[src/rtl/num_node_reader.sv]
// Streams per-subgraph node counts out of the num_node BRAM port B in address order through a credit-guarded FWFT FIFO.
// Issue-to-valid latency BRAM_LAT+1; reads pause when the writer has not committed an address or when FIFO credit runs out.
`timescale 1ns/1ps
module num_node_reader #(
    parameter int NUM_NODE_WIDTH  = 8,
    parameter int NUM_SUBGRAPHS   = 2708,
    parameter int NUM_NODE_ADDR_W = 12,
    parameter int BRAM_LAT        = 2,
    parameter int FIFO_DEPTH      = 4
) (
    input  logic                       clk,
    input  logic                       rst_n,
    input  logic                       start_i,
    input  logic [NUM_NODE_ADDR_W:0]   wr_cnt_i,
    output logic                       num_node_bram_enb,
    output logic [NUM_NODE_ADDR_W-1:0] num_node_bram_addrb,
    input  logic [NUM_NODE_WIDTH-1:0]  num_node_bram_doutb,
    output logic [NUM_NODE_WIDTH-1:0]  num_node_o,
    output logic                       num_node_vld_o,
    input  logic                       num_node_rdy_i,
    output logic                       busy_o,
    output logic                       done_o
);

    localparam int AW1   = NUM_NODE_ADDR_W + 1;
    localparam int PTR_W = (FIFO_DEPTH > 1) ? $clog2(FIFO_DEPTH) : 1;
    localparam int CNT_W = $clog2(FIFO_DEPTH + 1);
    localparam logic [AW1-1:0]   TOTAL     = AW1'(NUM_SUBGRAPHS);
    localparam logic [AW1-1:0]   LAST_ADDR = AW1'(NUM_SUBGRAPHS - 1);
    localparam logic [CNT_W:0]   DEPTH_C   = (CNT_W+1)'(FIFO_DEPTH);

    typedef enum logic [1:0] {S_IDLE, S_FETCH, S_DRAIN, S_DONE} state_t;

    state_t                      r_state;
    state_t                      w_state_nxt;
    logic [AW1-1:0]              r_rd_addr;
    logic [AW1-1:0]              r_delivered;
    logic [NUM_NODE_ADDR_W-1:0]  r_addrb;
    logic [CNT_W-1:0]            r_in_flight;
    logic [CNT_W-1:0]            r_fifo_cnt;
    logic [BRAM_LAT-1:0]         r_lat_sr;
    logic [PTR_W-1:0]            r_wr_ptr;
    logic [PTR_W-1:0]            r_rd_ptr;
    logic [NUM_NODE_WIDTH-1:0]   r_mem [FIFO_DEPTH];

    logic                        w_credit_ok;
    logic                        w_issue;
    logic                        w_push;
    logic                        w_pop;
    logic                        w_vld;
    logic [BRAM_LAT-1:0]         w_sr_nxt;
    logic [AW1-1:0]              w_delivered_nxt;

    // Credit covers both reads still inside the BRAM pipe and entries already buffered.
    assign w_credit_ok = ({1'b0, r_in_flight} + {1'b0, r_fifo_cnt}) < DEPTH_C;
    assign w_issue     = (r_state == S_FETCH) && (r_rd_addr < wr_cnt_i) &&
                         (r_rd_addr < TOTAL) && w_credit_ok;
    assign w_push      = r_lat_sr[BRAM_LAT-1];
    assign w_vld       = (r_fifo_cnt != '0);
    assign w_pop       = w_vld && num_node_rdy_i;
    assign w_delivered_nxt = w_pop ? (r_delivered + AW1'(1)) : r_delivered;

    generate
        if (BRAM_LAT == 1) begin : g_sr1
            assign w_sr_nxt = w_issue;
        end else begin : g_srn
            assign w_sr_nxt = {r_lat_sr[BRAM_LAT-2:0], w_issue};
        end
    endgenerate

    assign num_node_bram_enb   = w_issue;
    assign num_node_bram_addrb = w_issue ? r_rd_addr[NUM_NODE_ADDR_W-1:0] : r_addrb;
    assign num_node_o          = r_mem[r_rd_ptr];
    assign num_node_vld_o      = w_vld;

    always_ff @(posedge clk or negedge rst_n) begin
        if (!rst_n) begin
            r_state <= S_IDLE;
        end else begin
            r_state <= w_state_nxt;
        end
    end

    always_comb begin
        w_state_nxt = r_state;
        busy_o      = 1'b1;
        done_o      = 1'b0;
        case (r_state)
            S_IDLE: begin
                busy_o = 1'b0;
                if (start_i) w_state_nxt = S_FETCH;
            end
            S_FETCH: begin
                if (w_issue && (r_rd_addr == LAST_ADDR)) w_state_nxt = S_DRAIN;
            end
            S_DRAIN: begin
                if (w_delivered_nxt == TOTAL) w_state_nxt = S_DONE;
            end
            S_DONE: begin
                done_o      = 1'b1;
                w_state_nxt = S_IDLE;
            end
            default: w_state_nxt = S_IDLE;
        endcase
    end

    always_ff @(posedge clk or negedge rst_n) begin
        if (!rst_n) begin
            r_rd_addr   <= '0;
            r_delivered <= '0;
            r_addrb     <= '0;
            r_in_flight <= '0;
            r_lat_sr    <= '0;
        end else begin
            if ((r_state == S_IDLE) && start_i) begin
                r_rd_addr   <= '0;
                r_delivered <= '0;
            end else begin
                if (w_issue) r_rd_addr <= r_rd_addr + AW1'(1);
                r_delivered <= w_delivered_nxt;
            end
            if (w_issue) r_addrb <= r_rd_addr[NUM_NODE_ADDR_W-1:0];
            r_lat_sr <= w_sr_nxt;
            case ({w_issue, w_push})
                2'b10:   r_in_flight <= r_in_flight + CNT_W'(1);
                2'b01:   r_in_flight <= r_in_flight - CNT_W'(1);
                default: r_in_flight <= r_in_flight;
            endcase
        end
    end

    always_ff @(posedge clk or negedge rst_n) begin
        if (!rst_n) begin
            r_wr_ptr   <= '0;
            r_rd_ptr   <= '0;
            r_fifo_cnt <= '0;
            for (int i = 0; i < FIFO_DEPTH; i++) r_mem[i] <= '0;
        end else begin
            if (w_push) begin
                r_mem[r_wr_ptr] <= num_node_bram_doutb;
                r_wr_ptr        <= r_wr_ptr + PTR_W'(1);
            end
            if (w_pop) r_rd_ptr <= r_rd_ptr + PTR_W'(1);
            case ({w_push, w_pop})
                2'b10:   r_fifo_cnt <= r_fifo_cnt + CNT_W'(1);
                2'b01:   r_fifo_cnt <= r_fifo_cnt - CNT_W'(1);
                default: r_fifo_cnt <= r_fifo_cnt;
            endcase
        end
    end

endmodule

[config.mk]
export PLATFORM = sky130hd
export DESIGN_NAME = num_node_reader
export DESIGN_NICKNAME = d
export VERILOG_FILES = /design/src/rtl/num_node_reader.sv
export SDC_FILE = /design/constraint.sdc
export NUM_CORES = 1
export LEC_CHECK = 0
export CELL_PAD_IN_SITES_DETAIL_PLACEMENT = 1
export CELL_PAD_IN_SITES_GLOBAL_PLACEMENT = 2
export CORE_AREA = 5 5 114 116
export CTS_BUF_LIST = sky130_fd_sc_hd__clkbuf_4
export DETAILED_ROUTE_END_ITERATION = 7
export DIE_AREA = 0 0 119 121
export PLACE_DENSITY_LB_ADDON = 0.1
export SLEW_MARGIN = 20
export SYNTH_ARGS = -nofsm -noshare
export SYNTH_HDL_FRONTEND = slang
export SYNTH_SLANG_ARGS = --single-unit
[constraint.sdc]
create_clock -name clk -period 4.8 [get_ports clk]
set_input_delay 1.2 -clock clk [delete_from_list [all_inputs] [get_ports clk]]
set_output_delay 1.2 -clock clk [all_outputs]
set_load 0.02 [all_outputs]
* After elaboration in Yosys (flattened, before gate mapping) *
Index checks and enable logic that the tools add are counted.
W data, S select, Z words.

word-level totals
  register bits after elaboration = 84
  bits of input ports = 25
  output and inout bits = 24
  word-level logic and storage cells = 74

cells by class
  add/subtract/negate cells = 9
  order comparisons = 6
  eq/ne operators = 12
  multiplexer cells = 19
  bitwise operators = 2
  reductions and logical operators = 13

operator list
  cell                     count
  $mux W13                 4
  $bwmux W32               1
  $add A13 B1 Y13 const B  2
  $eq A13 B12 Y1 const B   2
  $mux W8                  3
  $bmux W8 S2              1
  $demux W8 S2             1
  $lt A13 B12 Y1 const B   1
  $lt A13 B13 Y1           1
  $mux W12                 1
  $pmux W3 S2              2
  $eq A2 B2 Y1 const B     4
  $pmux W2 S4              1
  $logic_and A1 B1 Y1      7
  $add A3 B1 Y3 const B    2
  $eq A2 B1 Y1 const B     3
  $ge A3 B3 Y1 const B     2
  $mux W2                  3
  $not A2 Y3               2
  $reduce_bool A2 Y1       3
  $sub A3 B1 Y3 const B    2
  $add A2 B1 Y2 const B    2
  $add A3 B3 Y4            1
  $lt A4 B3 Y1 const B     1
  7 further kinds          9

* Depth between registers and ports, before layout *
Gate-level depths: netlist of the first run.

  depth in word-level cells = 7
  gate-level depth with buffers = 15
  gate-level depth less buffers = 12

* Worst setup path after synthesis of the first run *
No wires, ideal clock.

  kind = in2out
  start point = input port wr_cnt_i[7]
  end point = output port num_node_bram_addrb[8]
  arrival time = 3.268 ns
  slack = 0.332 ns
  stages = 9
  path buffers = 2
  path through = inv_1 -> ha_1 -> a2111oi_0 -> o21ai_0 -> o21ai_2 -> nand2_1 -> buf_2 -> buf_6 -> o21ai_0

between the ends
  cells in the longest elaborated chain, start to end = 5

RTL lines
  element                           RTL line  source
  from (decl)                       14        input logic [NUM_NODE_ADDR_W:0] wr_cnt_i,
  $lt A13 B13 Y1                    56        assign w_issue = (r_state == S_FETCH) && (r_rd_addr < wr_cnt_i) &&
  $logic_and A1 B1 Y1 (2 in a row)  56
  $logic_and A1 B1 Y1               57        (r_rd_addr < TOTAL) && w_credit_ok;
  $mux W12                          -
  to (decl)                         16        output logic [NUM_NODE_ADDR_W-1:0] num_node_bram_addrb,

No other way between the ends.

* Worst setup path in the final report of the first run *
Same ends and word-level chain as after synthesis.

==> qor.txt, run 1 <==
Status = finished, final reports clean
P&R area growth vs syn = 17.77%
Syn avg cell area = 11.46 µm²
Seq cells post-synth = 84
Pre-antenna DRT Iters = 4
Actual slew at the worst max-slew pin = 0.9787 ns
Critical path startpoint = wr_cnt_i[7]
Worst r2r dst = r_in_flight[2]$_DFFE_PN0P_
Number of vias per cell = 5.114
First-pass GRT wire length = 17,340 µm
Root Driver = clkbuf_4
Clk_lat worst skew = 0.47 ns
Final Cycle Share = 0.9666
MaxCap Viol Count = 0
Post-DRT Antenna Nets = 0
RSZ-0062 raised after global routing = false
Synth unique cells = 50
Filler cell count = 1,278
Slew Limit Fails = 0
Antenna violations before repair = 0
Reg-to-reg startpoint = r_rd_addr[10]$_DFFE_PN0P_
Psw = 580.4 µW
FMAX = 0.2155 GHz
Rel. slew slack = 0.3475
Post-synth EDFFs = 0
Post-Syn Nets = 445
Initial core utilization = 0.3792
Crit path time final = 4.640 ns
Hold path startpoint = r_lat_sr[0]$_DFF_PN0_
Die ar. = 0.01440 mm²
Clock transition at path regs = 0.14 ns
Setup slack after layout = 0.1602 ns
Total gr overflow = 0
GRT Total Usage = 0.1532
Synth Flop Type = dfrtp_1
Final setup skew = 0.01507 ns
Pleak = 0.002391 µW
Post-Place Worst Slack = -0.3267 ns
Drt wl/cell = 16.82 µm
Worst R2R Path Depth = 12
Worst Path Max Fanout = 9
Synth area leader = dfrtp_1
Die Ht = 121 µm
Post-CTS Setup Bufs = 0
Crit path kind = in -> out
Worst hold margin = 0.3728 ns
Netlist Area Pre-Place = 0.004479 mm²
Pwr dens = 345.0 mW/mm²
Synth top area share = 0.4693
Die X = 119 µm
Crit path launch type = primary input
Iteration-0 DRC Markers = 80
GPL Wtd Cong = 0.7438
Hold Path End = r_lat_sr[1]$_DFF_PN0_
Setup-failing EPs final = 0
H-tree depth = 3
Worst Hold Class = reg -> reg
Count leader, synth = dfrtp_1
Share of cells above drive strength 1 = 0.2129
Maximum vdd drop = 211.9 µV
CTS Buf Count = 9
Largest net degree at the start of global routing = 50
Synth warn = 0
WP data arrival = 3.44 ns
Ranking of synthesized cells by area = dfrtp_1 47%, mux2_2 11%, ha_1 7.5%
Sequential share of power = 0.486
Antenna Cells = 0
# rows = 40
CP endpoint kind = output pin
Total number of vias = 3,058
Reg2reg setup slack = 1.78 ns
DRC viols = 0
Int Power = 1240 µW
Post-Syn Instances = 391
Core ar. = 0.01181 mm²
CTS tree = built
Clk network pwr share = 0.270
Total wire length = 10,060 µm
Final Hold Vio Count = 0
WHS Path Cells = 0
Number of global-route vias before repair = 3,396
Port Buffers = 48
Synth async-reset ratio = 1.000
Sink count of the clock tree = 84
Post-DP HPWL = 7168 µm
Sequential fraction of the synthesis area = 0.4693
Combinational power share = 0.245
Io pins = 49
Longest Clk Path Bufs = 2
Switching fraction of total power = 0.3189
NumNets Final = 500
Commonest cells in the netlist = 84 x dfrtp_1, 43 x mux2_2, 29 x inv_1, 28 x nor2_1, 27 x ha_1
Crit path required time = 3.60 ns
## metal layers
layer / wire length, µm / part of all wire / track usage
met1: 4831 / 0.48 / 0.2034
met2: 4769 / 0.47 / 0.2427
met3: 357 / 0.035 / 0.04802
met4: 99 / 0.0098 / 0.04127
met5: 0 / 0 / 0
## cells in the final DEF, fill, tap and decap left out, types with 6 or more instances in the layout
cell             Yosys  routed
a21oi_1              8       8
and2_1               6       6
buf_4                0       7
clkbuf_2             0      10
clkbuf_4             0      11
clkdlybuf4s50_1      0      34
dfrtp_1             84      84
ha_1                27      27
inv_1               29      29
mux2_2              43      43
mux4_2               8       8
nand2_1             24      23
nand3_1             13      13
nand4_1              9       9
nor2_1              28      28
o21ai_0             10       9
or3_1                7       7
xnor2_1             11      11
xor2_1              17      17
## cell families (layout without fill, tap and decap cells)
logic type	Yosys count	count (layout)	synth area share
muxes	53	53	0.1528
buffers and inverters	42	102	0.03938
DFF	84	84	0.4693
adders and majority gates	29	29	0.08436
xor gates and xnor gates	28	28	0.05475
and+or+nand+nor	116	116	0.1399
AOI/OAI and AO/OA	39	39	0.05950
## worst max-delay path, stage by stage
cell and delay, ns:
clkdlybuf4s50_1 0.45, inv_1 0.04, ha_1 0.31, a2111oi_2 0.36
o21ai_1 0.13, o21ai_2 0.18, nand2_2 0.09, buf_6 0.15
o21ai_0 0.19, clkdlybuf4s15_1 0.34
## worst max path at each step
stage                     cells after the start  slack, ns                 endpoint
after floorplan                               9       0.33   num_node_bram_addrb[8]
after global placement                       10      -0.20   num_node_bram_addrb[8]
after detailed placement                     10      -0.33   num_node_bram_addrb[8]
after CTS                                    10       0.02  num_node_bram_addrb[11]
after global routing                         10      0.002   num_node_bram_addrb[8]
final                                        10       0.16   num_node_bram_addrb[8]
## power groups by stage
stage	Combinational (µW)	Sequential [µW]	Clock, µW
6_report	445	884	491
3_5_place_dp	452	899	0
2_1_floorplan	337	830	0
3_3_place_gp	440	897	0
4_1_cts	454	886	517
5_1_grt	496	897	551
## metrics by stage
| step | std cells | TNS (ns) | power [µW] | area, µm² | util |
|---|---|---|---|---|---|
| 2_1_floorplan | 391 | 0 | 1167 | 4479 | - |
| 3_3_place_gp | 582 | -2.193 | 1337 | 5137 | 0.4350 |
| 3_5_place_dp | 582 | -3.787 | 1351 | 5137 | 0.4350 |
| 4_1_cts | 598 | 0 | 1857 | 5296 | 0.4484 |
| 5_1_grt | 598 | 0 | 1944 | 5275 | 0.4466 |
| 6_report | 598 | 0 | 1820 | 5275 | 0.4466 |
## registers in the layout, indices dropped and copies added (netlist names)
name         cells
r_mem           32
r_delivered     13
r_rd_addr       13
r_addrb         12
r_fifo_cnt       3
r_in_flight      3
r_lat_sr         2
r_rd_ptr         2
r_state          2
r_wr_ptr         2
## cell type report
type	instances	area (µm²)	share of cell area
multi-input combinational	265	2215	0.4198
sequential	84	2102	0.3985
timing repair buffer	56	493.0	0.09345
tap	147	183.9	0.03487
inverter	30	112.6	0.02135
clock inverter	5	86.33	0.01637
clock buffer	11	82.58	0.01565
## what timing repair did
item                                    in CTS  in global routing
pin swaps                                    0                  2
gates resized for setup                     16                 25
endpoints found under the hold margin        0                  0
hold buffers                                 0                  0
endpoints found under the setup margin      13                 12
Note: power is estimated with default switching activity, not from simulation.
==> run 2: changes to the inputs <==
--- a/config.mk
+++ b/config.mk
@@ -12,7 +12,7 @@
 export DETAILED_ROUTE_END_ITERATION = 7
 export DIE_AREA = 0 0 119 121
 export PLACE_DENSITY_LB_ADDON = 0.1
-export SLEW_MARGIN = 20
+export SLEW_MARGIN = 15
 export SYNTH_ARGS = -nofsm -noshare
 export SYNTH_HDL_FRONTEND = slang
 export SYNTH_SLANG_ARGS = --single-unit
==> results of run 2 <==
No change in the layout: final DEF, timing and power equal those of run 1.
==> run 3: changes to the inputs <==
--- a/config.mk
+++ b/config.mk
@@ -7,11 +7,12 @@
 export LEC_CHECK = 0
 export CELL_PAD_IN_SITES_DETAIL_PLACEMENT = 1
 export CELL_PAD_IN_SITES_GLOBAL_PLACEMENT = 2
-export CORE_AREA = 5 5 114 116
+export CORE_AREA = 2 2 111 113
 export CTS_BUF_LIST = sky130_fd_sc_hd__clkbuf_4
 export DETAILED_ROUTE_END_ITERATION = 7
-export DIE_AREA = 0 0 119 121
+export DIE_AREA = 0 0 113 115
 export PLACE_DENSITY_LB_ADDON = 0.1
+export SKIP_CTS_REPAIR_TIMING = 1
 export SLEW_MARGIN = 15
 export SYNTH_ARGS = -nofsm -noshare
 export SYNTH_HDL_FRONTEND = slang
==> run 3 against run 2 <==
  * The run now ends with design-rule violations left
  * Sequential cell count stayed put
  * Utilization is 0.39 points higher
  * First-iteration DRC count is 31% higher
  * Fmax is 0.54% lower
  * Final cell count is 0.33% higher
  * Critical path depth stayed put
  * Hold slack worse by 0.0026 ns
  * Sequential power hardly changed
  * Largest power group unchanged
  * Highest routed layer unchanged
==> qor.txt, run 3 (synthesized netlist as in run 1, its figures left out) <==
Status = finished with violations
Failing checks = design-rule violations
Io pins = 49
Total gr overflow = 0
WP data arrival = 3.47 ns
DRC viols = 5
Actual slew at the worst max-slew pin = 0.9637 ns
Initial core utilization = 0.3792
MaxCap Viol Count = 0
Post-DP HPWL = 7197 µm
Antenna violations before repair = 0
Worst Path Max Fanout = 7
# rows = 40
Number of global-route vias before repair = 3,260
Total number of vias = 3,069
Die Ht = 115 µm
Rel. slew slack = 0.3575
Reg2reg setup slack = 1.80 ns
Port Buffers = 48
Final Cycle Share = 0.9719
CTS Buf Count = 9
Most frequent cells in the layout = 84 x dfrtp_1, 43 x mux2_2, 34 x clkdlybuf4s50_1, 29 x inv_1, 28 x nor2_1
CP endpoint kind = output pin
Worst R2R Path Depth = 12
Post-placement cell count = 585
Crit path kind = in -> out
Post-DP Area = 0.005160 mm²
NumNets Final = 503
P&R area growth vs syn = 18.80%
Core ar. = 0.01181 mm²
Die X = 113 µm
Max reg flops = 32
Clk_lat worst skew = 0.46 ns
Critical path startpoint = wr_cnt_i[7]
Antenna Cells = 0
Die ar. = 0.01300 mm²
Root Driver = clkbuf_4
Worst hold margin = 0.3702 ns
Reg-to-reg startpoint = r_rd_addr[10]$_DFFE_PN0P_
Post-DRT Antenna Nets = 0
Crit path time final = 4.665 ns
Commonest non-fill, non-tap cell in the layout = dfrtp_1
Sink count of the clock tree = 84
Final Hold Vio Count = 0
Filler cell count = 1,310
Pleak = 0.002587 µW
Post-route cell area = 0.005321 mm²
Share of cells above drive strength 1 = 0.1943
Crit path launch type = primary input
Max stage delay on crit path = 0.45 ns
Total wire length = 9970 µm
Iteration-0 DRC Markers = 105
Clock transition at path regs = 0.15 ns
Crit path to = num_node_bram_addrb[2]
Maximum vdd drop = 142.8 µV
Slowest stage cell, crit path = clkdlybuf4s50_1
Crit path required time = 3.60 ns
Top reg by flops = r_mem
RSZ-0062 raised after global routing = false
Pre-antenna DRT Iters = 6
First-pass GRT wire length = 16,840 µm
WHS Path Cells = 0
Largest net degree at the start of global routing = 59
Slew Limit Fails = 0
GRT Total Usage = 0.1664
Number of vias per cell = 5.115
Post-route insts no fill = 600
CTS tree = built
FMAX = 0.2144 GHz
Final setup skew = 0.02635 ns
Top Registers = r_mem x32, r_delivered x13, r_rd_addr x13
Crit-path cells = clkdlybuf4s50_1, inv_1, ha_1, a2111oi_2, o21ai_1, o21ai_2, nand2_2, buf_4, mux2_2, dlymetal6s2s_1
H-tree depth = 3
Post-layout util = 0.4505
Setup-failing EPs final = 0
Drt wl/cell = 16.62 µm
GPL Wtd Cong = 0.7434
Worst Hold Class = reg -> reg
Longest Clk Path Bufs = 2
Worst r2r dst = r_in_flight[2]$_DFFE_PN0P_
Pwr dens = 319.6 mW/mm²
[run 3: cell count changes in the layout (fill, tap and decap cells not counted)]
cell | before | now
bufinv_16 | 2 | 0
clkbuf_4 | 11 | 10
dlygate4sd2_1 | 2 | 0
clkbuf_2 | 10 | 0
clkinvlp_4 | 0 | 3
buf_4 | 7 | 12
buf_6 | 2 | 0
clkinv_4 | 3 | 2
clkdlybuf4s15_1 | 1 | 0
dlymetal6s2s_1 | 0 | 13
[run 3: layout make-up]
cell class	count	area, µm²	area share
Timing Repair Buffer	59	593.1	0.1115
Clock buffer	10	75.07	0.01411
Clock inverter	5	40.04	0.007524
Inverter	30	112.6	0.02116
Tap cell	147	183.9	0.03456
Multi-Input combinational cell	265	2215	0.4162
Sequential cell	84	2102	0.3950
[run 3: metal layers]
metal | part of all wire | global-route usage | vias up | wire, µm
met3 | 0.033 | 0.04744 | 4 | 329
li1 | - | - | 1485 | -
met5 | 0 | 0 | - | 0
met1 | 0.49 | 0.2264 | 1548 | 4843
met4 | 0.0080 | 0.03659 | 0 | 80
met2 | 0.47 | 0.2671 | 32 | 4716
[run 3: how the worst min path moves through the flow]
stage / startpoint / end / slack [ns]
3_3_place_gp: r_lat_sr[0]$_DFF_PN0_ / r_lat_sr[1]$_DFF_PN0_ / 0.34
2_1_floorplan: r_lat_sr[0]$_DFF_PN0_ / r_lat_sr[1]$_DFF_PN0_ / 0.33
5_1_grt: r_lat_sr[0]$_DFF_PN0_ / r_lat_sr[1]$_DFF_PN0_ / 0.39
4_1_cts: r_lat_sr[0]$_DFF_PN0_ / r_lat_sr[1]$_DFF_PN0_ / 0.37
6_report: r_lat_sr[0]$_DFF_PN0_ / r_lat_sr[1]$_DFF_PN0_ / 0.37
3_5_place_dp: r_lat_sr[0]$_DFF_PN0_ / r_lat_sr[1]$_DFF_PN0_ / 0.34
[run 3: through the flow]
step	total power (µW)	TNS (ns)	setup WS (ns)
after floorplan	1167	0	0.3318
after global placement	1336	-2.181	-0.1991
after detailed placement	1353	-3.295	-0.3047
after CTS	1734	-3.386	-0.3091
after global routing	1813	0	0.006010
final	1700	0	0.1350
[run 3: critical path: cells and delay by family]
family / cells / cell delay (ns)
AO/OA/AOI/OAI: 3 / 0.69
multiplexers: 1 / 0.29
AND/OR/NAND/NOR: 1 / 0.09
adder cells (fa/ha/maj): 1 / 0.31
buffers and inverters: 4 / 0.88
[run 3: power by group]
| part | internal (µW) | leakage [µW] | switching (µW) |
|---|---|---|---|
| registers | 768 | 0.00107 | 117 |
| logic | 247 | 0.00146 | 200 |
| clock network | 111 | 0.0000547 | 258 |
